===== src/rtl/timer_pkg.sv =====
// Shared constants for the 60 Hz timer bank: clock rates, prescaler divisor and CHIP-8 channel indices.
package timer_pkg;

  localparam int unsigned CLK50_HZ      = 50_000_000;
  localparam int unsigned CHIP8_TICK_HZ = 60;

  localparam int unsigned CH_DELAY = 0;
  localparam int unsigned CH_SOUND = 1;

  function automatic int unsigned calc_div(input int unsigned clk_hz, input int unsigned tick_hz);
    return clk_hz / tick_hz;
  endfunction

endpackage


===== src/rtl/timer_prescaler.sv =====
// Down-counting prescaler emitting a one-cycle tick every DIV clocks.
// Optional TIMER_BANK_PAUSE_EN adds a pause input that freezes the count and masks the tick.
module timer_prescaler
  import timer_pkg::*;
#(
  parameter int unsigned DIV = calc_div(CLK50_HZ, CHIP8_TICK_HZ)
) (
  input  logic clk50,
  input  logic reset,
`ifdef TIMER_BANK_PAUSE_EN
  input  logic pause,
`endif
  output logic tick
);

  localparam int unsigned CW = (DIV > 2) ? $clog2(DIV) : 1;
  localparam logic [CW-1:0] RELOAD = CW'(DIV - 1);

  if (DIV < 2) begin : g_div_check
    $error("timer_prescaler: DIV must be at least 2");
  end

  logic [CW-1:0] count_q, count_d;
  logic          run;

`ifdef TIMER_BANK_PAUSE_EN
  assign run = !pause;
`else
  assign run = 1'b1;
`endif

  // NOTE: every always_comb output gets a default first so no latch is inferred.
  always_comb begin
    count_d = count_q;
    if (run) count_d = (count_q == '0) ? RELOAD : count_q - 1'b1;
  end

  // NOTE: sequential state uses non-blocking assignments only.
  always_ff @(posedge clk50) begin
    if (reset) count_q <= RELOAD;
    else       count_q <= count_d;
  end

  assign tick = run && (count_q == '0);

endmodule


===== src/rtl/timer_bank_60hz.sv =====
// Bank of NUM_CH down-counting timers sharing one TICK_HZ prescaler, with active/expired flags and a registered read port.
// Optional TIMER_BANK_PAUSE_EN adds a pause input that freezes ticking while reads and writes continue.
module timer_bank_60hz
  import timer_pkg::*;
#(
  parameter  int unsigned NUM_CH  = 2,
  parameter  int unsigned WIDTH   = 8,
  parameter  int unsigned CLK_HZ  = CLK50_HZ,
  parameter  int unsigned TICK_HZ = CHIP8_TICK_HZ,
  localparam int unsigned CH_W    = (NUM_CH > 1) ? $clog2(NUM_CH) : 1
) (
  input  logic              clk50,
  input  logic              reset,
`ifdef TIMER_BANK_PAUSE_EN
  input  logic              pause,
`endif
  input  logic              we,
  input  logic [CH_W-1:0]   wr_ch,
  input  logic [WIDTH-1:0]  wdata,
  input  logic [CH_W-1:0]   rd_ch,
  output logic [WIDTH-1:0]  rd_data,
  output logic              tick,
  output logic [NUM_CH-1:0] active,
  output logic [NUM_CH-1:0] expired,
  output logic              any_active
);

  localparam int unsigned DIV = calc_div(CLK_HZ, TICK_HZ);

  timer_prescaler #(.DIV(DIV)) u_prescaler (
    .clk50 (clk50),
    .reset (reset),
`ifdef TIMER_BANK_PAUSE_EN
    .pause (pause),
`endif
    .tick  (tick)
  );

  logic [WIDTH-1:0] values [NUM_CH];

  for (genvar i = 0; i < NUM_CH; i++) begin : g_ch
    logic [WIDTH-1:0] value_q, value_d;
    logic             expired_q, expired_d;
    logic             wr_hit;

    assign wr_hit = we && (wr_ch == CH_W'(i));

    // A write takes precedence over a same-cycle tick and never raises expired.
    always_comb begin
      value_d   = value_q;
      expired_d = 1'b0;
      if (wr_hit) begin
        value_d = wdata;
      end else if (tick && (value_q != '0)) begin
        value_d   = value_q - 1'b1;
        expired_d = (value_q == WIDTH'(1));
      end
    end

    always_ff @(posedge clk50) begin
      if (reset) begin
        value_q   <= '0;
        expired_q <= 1'b0;
      end else begin
        value_q   <= value_d;
        expired_q <= expired_d;
      end
    end

    assign values[i]  = value_q;
    assign active[i]  = (value_q != '0);
    assign expired[i] = expired_q;
  end

  assign any_active = |active;

  // Out-of-range channel selects fall through to zero.
  logic [WIDTH-1:0] rd_sel;
  logic [WIDTH-1:0] rd_data_q;

  always_comb begin
    rd_sel = '0;
    for (int i = 0; i < NUM_CH; i++) begin
      if (rd_ch == CH_W'(i)) rd_sel = values[i];
    end
  end

  always_ff @(posedge clk50) begin
    if (reset) rd_data_q <= '0;
    else       rd_data_q <= rd_sel;
  end

  assign rd_data = rd_data_q;

endmodule

===== config.mk =====
export PLATFORM = sky130hd
export DESIGN_NAME = timer_bank_60hz
export DESIGN_NICKNAME = d
export VERILOG_FILES = /design/src/rtl/timer_pkg.sv /design/src/rtl/timer_prescaler.sv /design/src/rtl/timer_bank_60hz.sv
export SDC_FILE = /design/constraint.sdc
export NUM_CORES = 1
export LEC_CHECK = 0
export CORE_UTILIZATION = 50
export DETAILED_ROUTE_END_ITERATION = 12
export PLACE_DENSITY = 0.73
export SYNTH_ARGS = -nofsm -noshare
export SYNTH_HDL_FRONTEND = slang
export SYNTH_SLANG_ARGS = --single-unit
export TNS_END_PERCENT = 1

===== constraint.sdc =====
create_clock -name clk50 -period 2.4 [get_ports clk50]
set_clock_uncertainty 0.15 [all_clocks]
set_input_delay 0.24 -clock clk50 [delete_from_list [all_inputs] [get_ports clk50]]
set_output_delay 0.24 -clock clk50 [all_outputs]
set_load 0.05 [all_outputs]

==> results.cfg, run 1 <==
[status]
status = finished with violations
violations = negative setup slack

[pwr]
share_clk_of_total_power_pct = 29.4
p_sw_share_pct = 29.0
power.share.combinational_pct = 19.5
power.leakage_uw = 0.00104
p_sw_uw = 473
pwr_density_cell_nw_per_um2 = 556
internal_power_uw = 1160
seqPwrFrac_pct = 51.1
ir_drop_uv = 502

[routing]
wl_per_cell_um = 15.3
drtIter0Drc = 174
vias = 1993
routed_wl_um = 5370
drc_errors = 0
via_per_inst = 5.66
dr.pass1.iters = 4
ant_nets = 0

[synth]
ys_ff_latch = 46
synth.cell_area_sq_um = 2320
synth_cell_type_count = 42
synth-edff-count = 0
syn_avg_cell_area_sq_um = 9.04
synthArstFlopShare_pct = 0
syn_inst = 257
yosys_warnings = 0
yosysSeqAreaShare_pct = 39.7
synth.net_count = 278
synthFlopType = dfxtp_1

[critical_path]
r2r_slack_ns = 0
slowest_stage = or4_4
path_cells = or4_4, or4_4, buf_6, nor2_4, buf_12
slowest_delay_ns = 0.52
required_ns = 2.01
reg2reg_from = u_prescaler.count_q[14]
critPathKind = reg2out
reg2reg_depth = 6
reg2reg_to = g_ch[0].value_q[1]
arrival_ns = 2.04
start_kind = flop
critPathMaxFanout = 7
cp-end-kind = output pin
cp_common_cell = or4_4

[placed_design]
dp_cells = 342
place.gp.congestion = 0.843
preCtsSetupSlack_ns = 0.00124
hpwl_um = 3940
postPlaceCellArea_sq_um = 2730
numPortBuffers = 26

[layout]
drive_gt1_share_pct = 19.0
final_cells = 352
final_common_cell = dfxtp_1
final_cell_area_sq_um = 2930
insertedDiodeCount = 0
area_growth_pct = 26.2
final_cell_mix = dfxtp_1 (44), nor2_1 (29), nand2_1 (24)
nets = 320

[floorplanning]
io_pins = 27
die_h_um = 70.2
dieArea_sq_um = 4920
start_util_pct = 52.6
core_area_sq_um = 4410
fp-row-count = 24
die_w_um = 70.2

[hold_path]
hold_start = u_prescaler.count_q[0]
hold_class = reg2reg
worstHoldEndpoint = u_prescaler.count_q[0]
hold_depth = 1

[grt]
overflow = 0
grt_pass1_wl_um = 9050
grt_start_max_net_pins = 21
first_global_vias = 1898
antenna_found_initial = 0
track_usage_pct = 23.3

[timing]
finalWorstSetupSlack_ns = -0.0317
fin_crit_sh_pct = 101
relSlewSlack_pct = 48.0
setup_violations = 2
hold_violations = 0
worst_slew_pin_slew_ns = 0.778
maxSlewViolCount = 0
max_freq_mhz = 411
period_minus_slack_ns = 2.43
tns_ns = -0.0366
rsz0062_at_grt = true

[clocking]
cts_tree = yes
cts_sinks = 46
cts_buffer_depth = 2
cts-root-buf = clkbuf_8
clkTransAtPathRegs_ns = 0.08
cts_buffers = 5
htreeDepth = 2
clk_latency_ns = 0.29
holdBufCountCts = 0

[job]
drv_cap = 0
==> kinds of logic (layout without fill, tap and decap cells) <==
group           count (synthesis)  in the layout  share of synthesized area [%]
simple gates                  113            113                           28.9
flops                          46             46                           39.7
compound gates                 33             33                           8.62
xor+xnor                       26             26                           9.81
buf+inv                        21             64                           4.42
mux                            10             10                           4.31
fa+ha+maj                       8              8                           4.31
==> metal layers <==
layer | track usage [%] | vias up | part of all wire [%]
met1 | 31.8 | 960 | 48
met3 | 4.04 | 2 | 3.4
met4 | 5.78 | 0 | 0.54
met5 | 0 | - | 0
met2 | 38.4 | 37 | 48
li1 | - | 994 | -
==> power by group through the flow <==
stage	registers (uW)	clock network [uW]	logic (uW)
2_1_floorplan	861	0	174
3_3_place_gp	848	0	292
3_5_place_dp	848	0	297
4_1_cts	831	486	312
5_1_grt	837	522	342
6_report	833	480	317
==> worst max-delay path: cells and delay by family, from the launching register on <==
kind,cells,cell delay (ns)
AND/OR/NAND/NOR,3,1.11
buffers and inverters,2,0.32
flip-flops,1,0.32
==> cell usage after synthesis, types with 2 or more instances <==
| cell | instances | area [sq um] |
|---|---|---|
| xor2_1 | 6 | 52.6 |
| nand4b_1 | 2 | 17.5 |
| buf_1 | 3 | 11.3 |
| nor3b_1 | 2 | 15.0 |
| o21ai_1 | 3 | 15.0 |
| or3_1 | 7 | 43.8 |
| nand2b_1 | 2 | 12.5 |
| dfxtp_1 | 46 | 921 |
| nor4_1 | 8 | 50.1 |
| buf_4 | 2 | 15.0 |
| nand2_1 | 24 | 90.1 |
| or4_1 | 3 | 22.5 |
| o21ai_0 | 7 | 35.0 |
| nor2b_1 | 3 | 18.8 |
| a21oi_1 | 8 | 40.0 |
| nor3_1 | 6 | 30.0 |
| o22ai_1 | 4 | 25.0 |
| nand3_1 | 5 | 25.0 |
| ha_1 | 8 | 100 |
| mux2i_1 | 10 | 100 |
| xnor2_1 | 20 | 175 |
| a211oi_1 | 6 | 45.0 |
| nor4_2 | 7 | 87.6 |
| nor2_1 | 31 | 116 |
| inv_1 | 9 | 33.8 |
| clkbuf_1 | 3 | 11.3 |
| nand4_1 | 5 | 31.3 |
| or4_4 | 2 | 22.5 |
| buf_6 | 2 | 22.5 |
==> worst max path at each step <==
| stage | start | depth (start not counted) | end |
|---|---|---|---|
| 2_1_floorplan | u_prescaler.count_q[14] | 8 | u_prescaler.count_q[10] |
| 3_3_place_gp | u_prescaler.count_q[14] | 6 | g_ch[0].value_q[6] |
| 3_5_place_dp | u_prescaler.count_q[14] | 6 | g_ch[0].value_q[6] |
| 4_1_cts | u_prescaler.count_q[14] | 5 | tick |
| 5_1_grt | u_prescaler.count_q[14] | 6 | g_ch[1].value_q[4] |
| 6_report | u_prescaler.count_q[14] | 5 | tick |
==> repair_timing <==
action / in CTS / in global routing
buffers inserted: 2 / 0
gates cloned: 0 / 0
setup endpoints to repair: 5 / 18
pin swaps: 9 / 8
gates resized for setup: 8 / 8
==> area by class of cell <==
cell class | count | area (sq um)
clock buffers | 7 | 86.3
clock inverters | 1 | 5.00
fillers | 368 | 1480
inverters | 10 | 37.5
multi-input cells | 190 | 1390
flip-flops and latches | 46 | 923
well taps | 52 | 65.1
repair buffers | 46 | 429
==> per-stage QoR <==
step	util [%]	total power, uW	hold WS, ns
6_report	66.4	1630	0.319
5_1_grt	66.4	1700	0.344
4_1_cts	65.6	1630	0.322
3_5_place_dp	61.9	1140	0.301
3_3_place_gp	61.9	1140	0.303
2_1_floorplan	-	1040	0.205
==> registers in the layout, summed over array words and instances, names as in the netlist <==
register	flops
u_prescaler.count_q	20
g_ch.expired_q	2
g_ch.value_q	16
rd_data	8
Note: power is estimated with default switching activity, not from simulation.
==> inputs of run 2 (changes only) <==
--- a/config.mk
+++ b/config.mk
@@ -5,6 +5,7 @@
 export SDC_FILE = /design/constraint.sdc
 export NUM_CORES = 1
 export LEC_CHECK = 0
+export CORE_MARGIN = 3
 export CORE_UTILIZATION = 50
 export DETAILED_ROUTE_END_ITERATION = 12
 export PLACE_DENSITY = 0.73
==> run 2 against run 1 <==
Effect of this change:
- the flow still finishes with violations (negative setup slack)
- power up 5.1%
- combinational power about the same
- clock power up 18%
- critical path depth unchanged
- largest power group unchanged
- sequential cell count unchanged
- hold slack better by 0.00093 ns
- highest routed layer unchanged
- cell count up 0.28%
- largest cell class unchanged
- first-iteration DRC count down 29%
- core utilization up 0.65 points
- sequential power about the same
- critical endpoint unchanged
==> results.cfg, run 2 (synthesis results as in run 1) <==
[status]
status = finished with violations
violations = negative setup slack

[timing]
hold_violations = 0
rsz0062_at_grt = true
setup_violations = 7
finalWorstSetupSlack_ns = -0.118
fin_hold_ws_ns = 0.320
maxSlewViolCount = 0
period_minus_slack_ns = 2.52
worst_slew_pin_slew_ns = 0.707
max_freq_mhz = 397
relSlewSlack_pct = 52.7
fin_crit_sh_pct = 105

[layout]
largest_reg_flops = 20
final_cell_mix = dfxtp_1 (44), nor2_1 (28), nand2_1 (24)
regMostFlops = u_prescaler.count_q
area_growth_pct = 27.5
final_cell_area_sq_um = 2960
fill_cells = 352
nets = 321
insertedDiodeCount = 0
final_common_cell = dfxtp_1
drive_gt1_share_pct = 19.6

[floorplanning]
start_util_pct = 52.6
dieArea_sq_um = 5500
die_w_um = 74.2
fp-row-count = 24
die_h_um = 74.2
core_area_sq_um = 4410
io_pins = 27

[grt]
overflow = 0
grt_start_max_net_pins = 21
antenna_found_initial = 0
first_global_vias = 1916
grt_pass1_wl_um = 8910
track_usage_pct = 20.9

[pwr]
pwr_density_cell_nw_per_um2 = 579
power.leakage_uw = 0.00104
power_uw = 1710
ir_drop_uv = 413

[routing]
ant_nets = 0
dr.pass1.iters = 4
drt-met1-wl_um = 2500
wl_per_cell_um = 14.9
maxUsedRoutingLayer = met4
via_per_inst = 5.64
drtIter0Drc = 124
vias = 1990
routed_wl_um = 5240
wl_met2_um = 2410
drc_errors = 0
dr_wl_met3_um = 255

[placed_design]
postPlaceCellArea_sq_um = 2740
place.gp.congestion = 0.892
numPortBuffers = 26
hpwl_um = 3960

[critical_path]
required_ns = 2.01
cp-end-kind = output pin
critPathKind = reg2out
start_kind = flop
critPathMaxFanout = 7
arrival_ns = 2.13

[clocking]
cts_buffer_depth = 2
holdBufCountCts = 0
cts-root-buf = clkbuf_8
clk_latency_ns = 0.30
cts_tree = yes
htreeDepth = 2
cts_sinks = 46
cts_buffers = 5
clkTransAtPathRegs_ns = 0.08

[job]
drv_cap = 0

[hold_path]
hold_class = reg2reg
==> run 2: cell count changes in the layout (fill, tap and decap cells not counted), sizes merged <==
| cell | change |
|---|---|
| clkbuf | -1 |
| buf | +1 |
| clkinvlp | +1 |
| clkinv | -1 |
| bufinv | +1 |
==> run 2: path summary, 6_finish.rpt <==
path	from	endpoint	slack, ns	depth (start not counted)
max	u_prescaler.count_q[14]	tick	-0.12	5
min	u_prescaler.count_q[0]	u_prescaler.count_q[0]	0.32	1
max reg2reg	u_prescaler.count_q[14]	g_ch[1].value_q[4]	-0.07	6
min reg2reg	u_prescaler.count_q[0]	u_prescaler.count_q[0]	0.32	1
==> run 2: where the power goes <==
part	switching (uW)	internal, uW
Sequential	36.3	796
Clock	253	311
Combinational	187	130
Total	477	1240
==> run 2: layout make-up <==
cell class	count	area, sq um	share of cell area, %
Multi-Input combinational cell	190	1380	46.7
Sequential cell	46	923	31.2
Timing Repair Buffer	47	440	14.9
Clock buffer	6	72.6	2.45
Tap cell	52	65.1	2.20
Clock inverter	2	37.5	1.27
Inverter	10	37.5	1.27
==> run 2: metrics by stage <==
step | util, % | setup TNS, ns | std cells | setup WS (ns)
finish | 67.1 | -0.269 | 353 | -0.118
global route | 67.1 | -1.12 | 353 | -0.162
floorplan | - | -0.0855 | 257 | -0.00855
CTS | 64.8 | -0.226 | 349 | -0.152
global placement | 62.0 | 0 | 341 | 0.0327
detailed placement | 62.0 | -0.0395 | 341 | -0.0337
==> run 2: metal layers <==
layer | GRT usage [%] | vias to the layer above
met4 | 6.24 | 0
met1 | 28.0 | 949
met5 | 0 | -
met3 | 5.00 | 7
met2 | 33.3 | 42
li1 | - | 992
==> run 2: critical path: stages, from the launching register on <==
cell and delay, ns:
dfxtp_1 0.31, or4_4 0.53, or4_4 0.56, buf_6 0.17
nor2_4 0.11, buf_12 0.15
==> run 2: repair_timing <==
item                       4_1_cts  5_1_grt
setup buffers                    0        4
setup endpoints to repair        5       16
pin swaps                        0        6
gates resized for setup          3       15
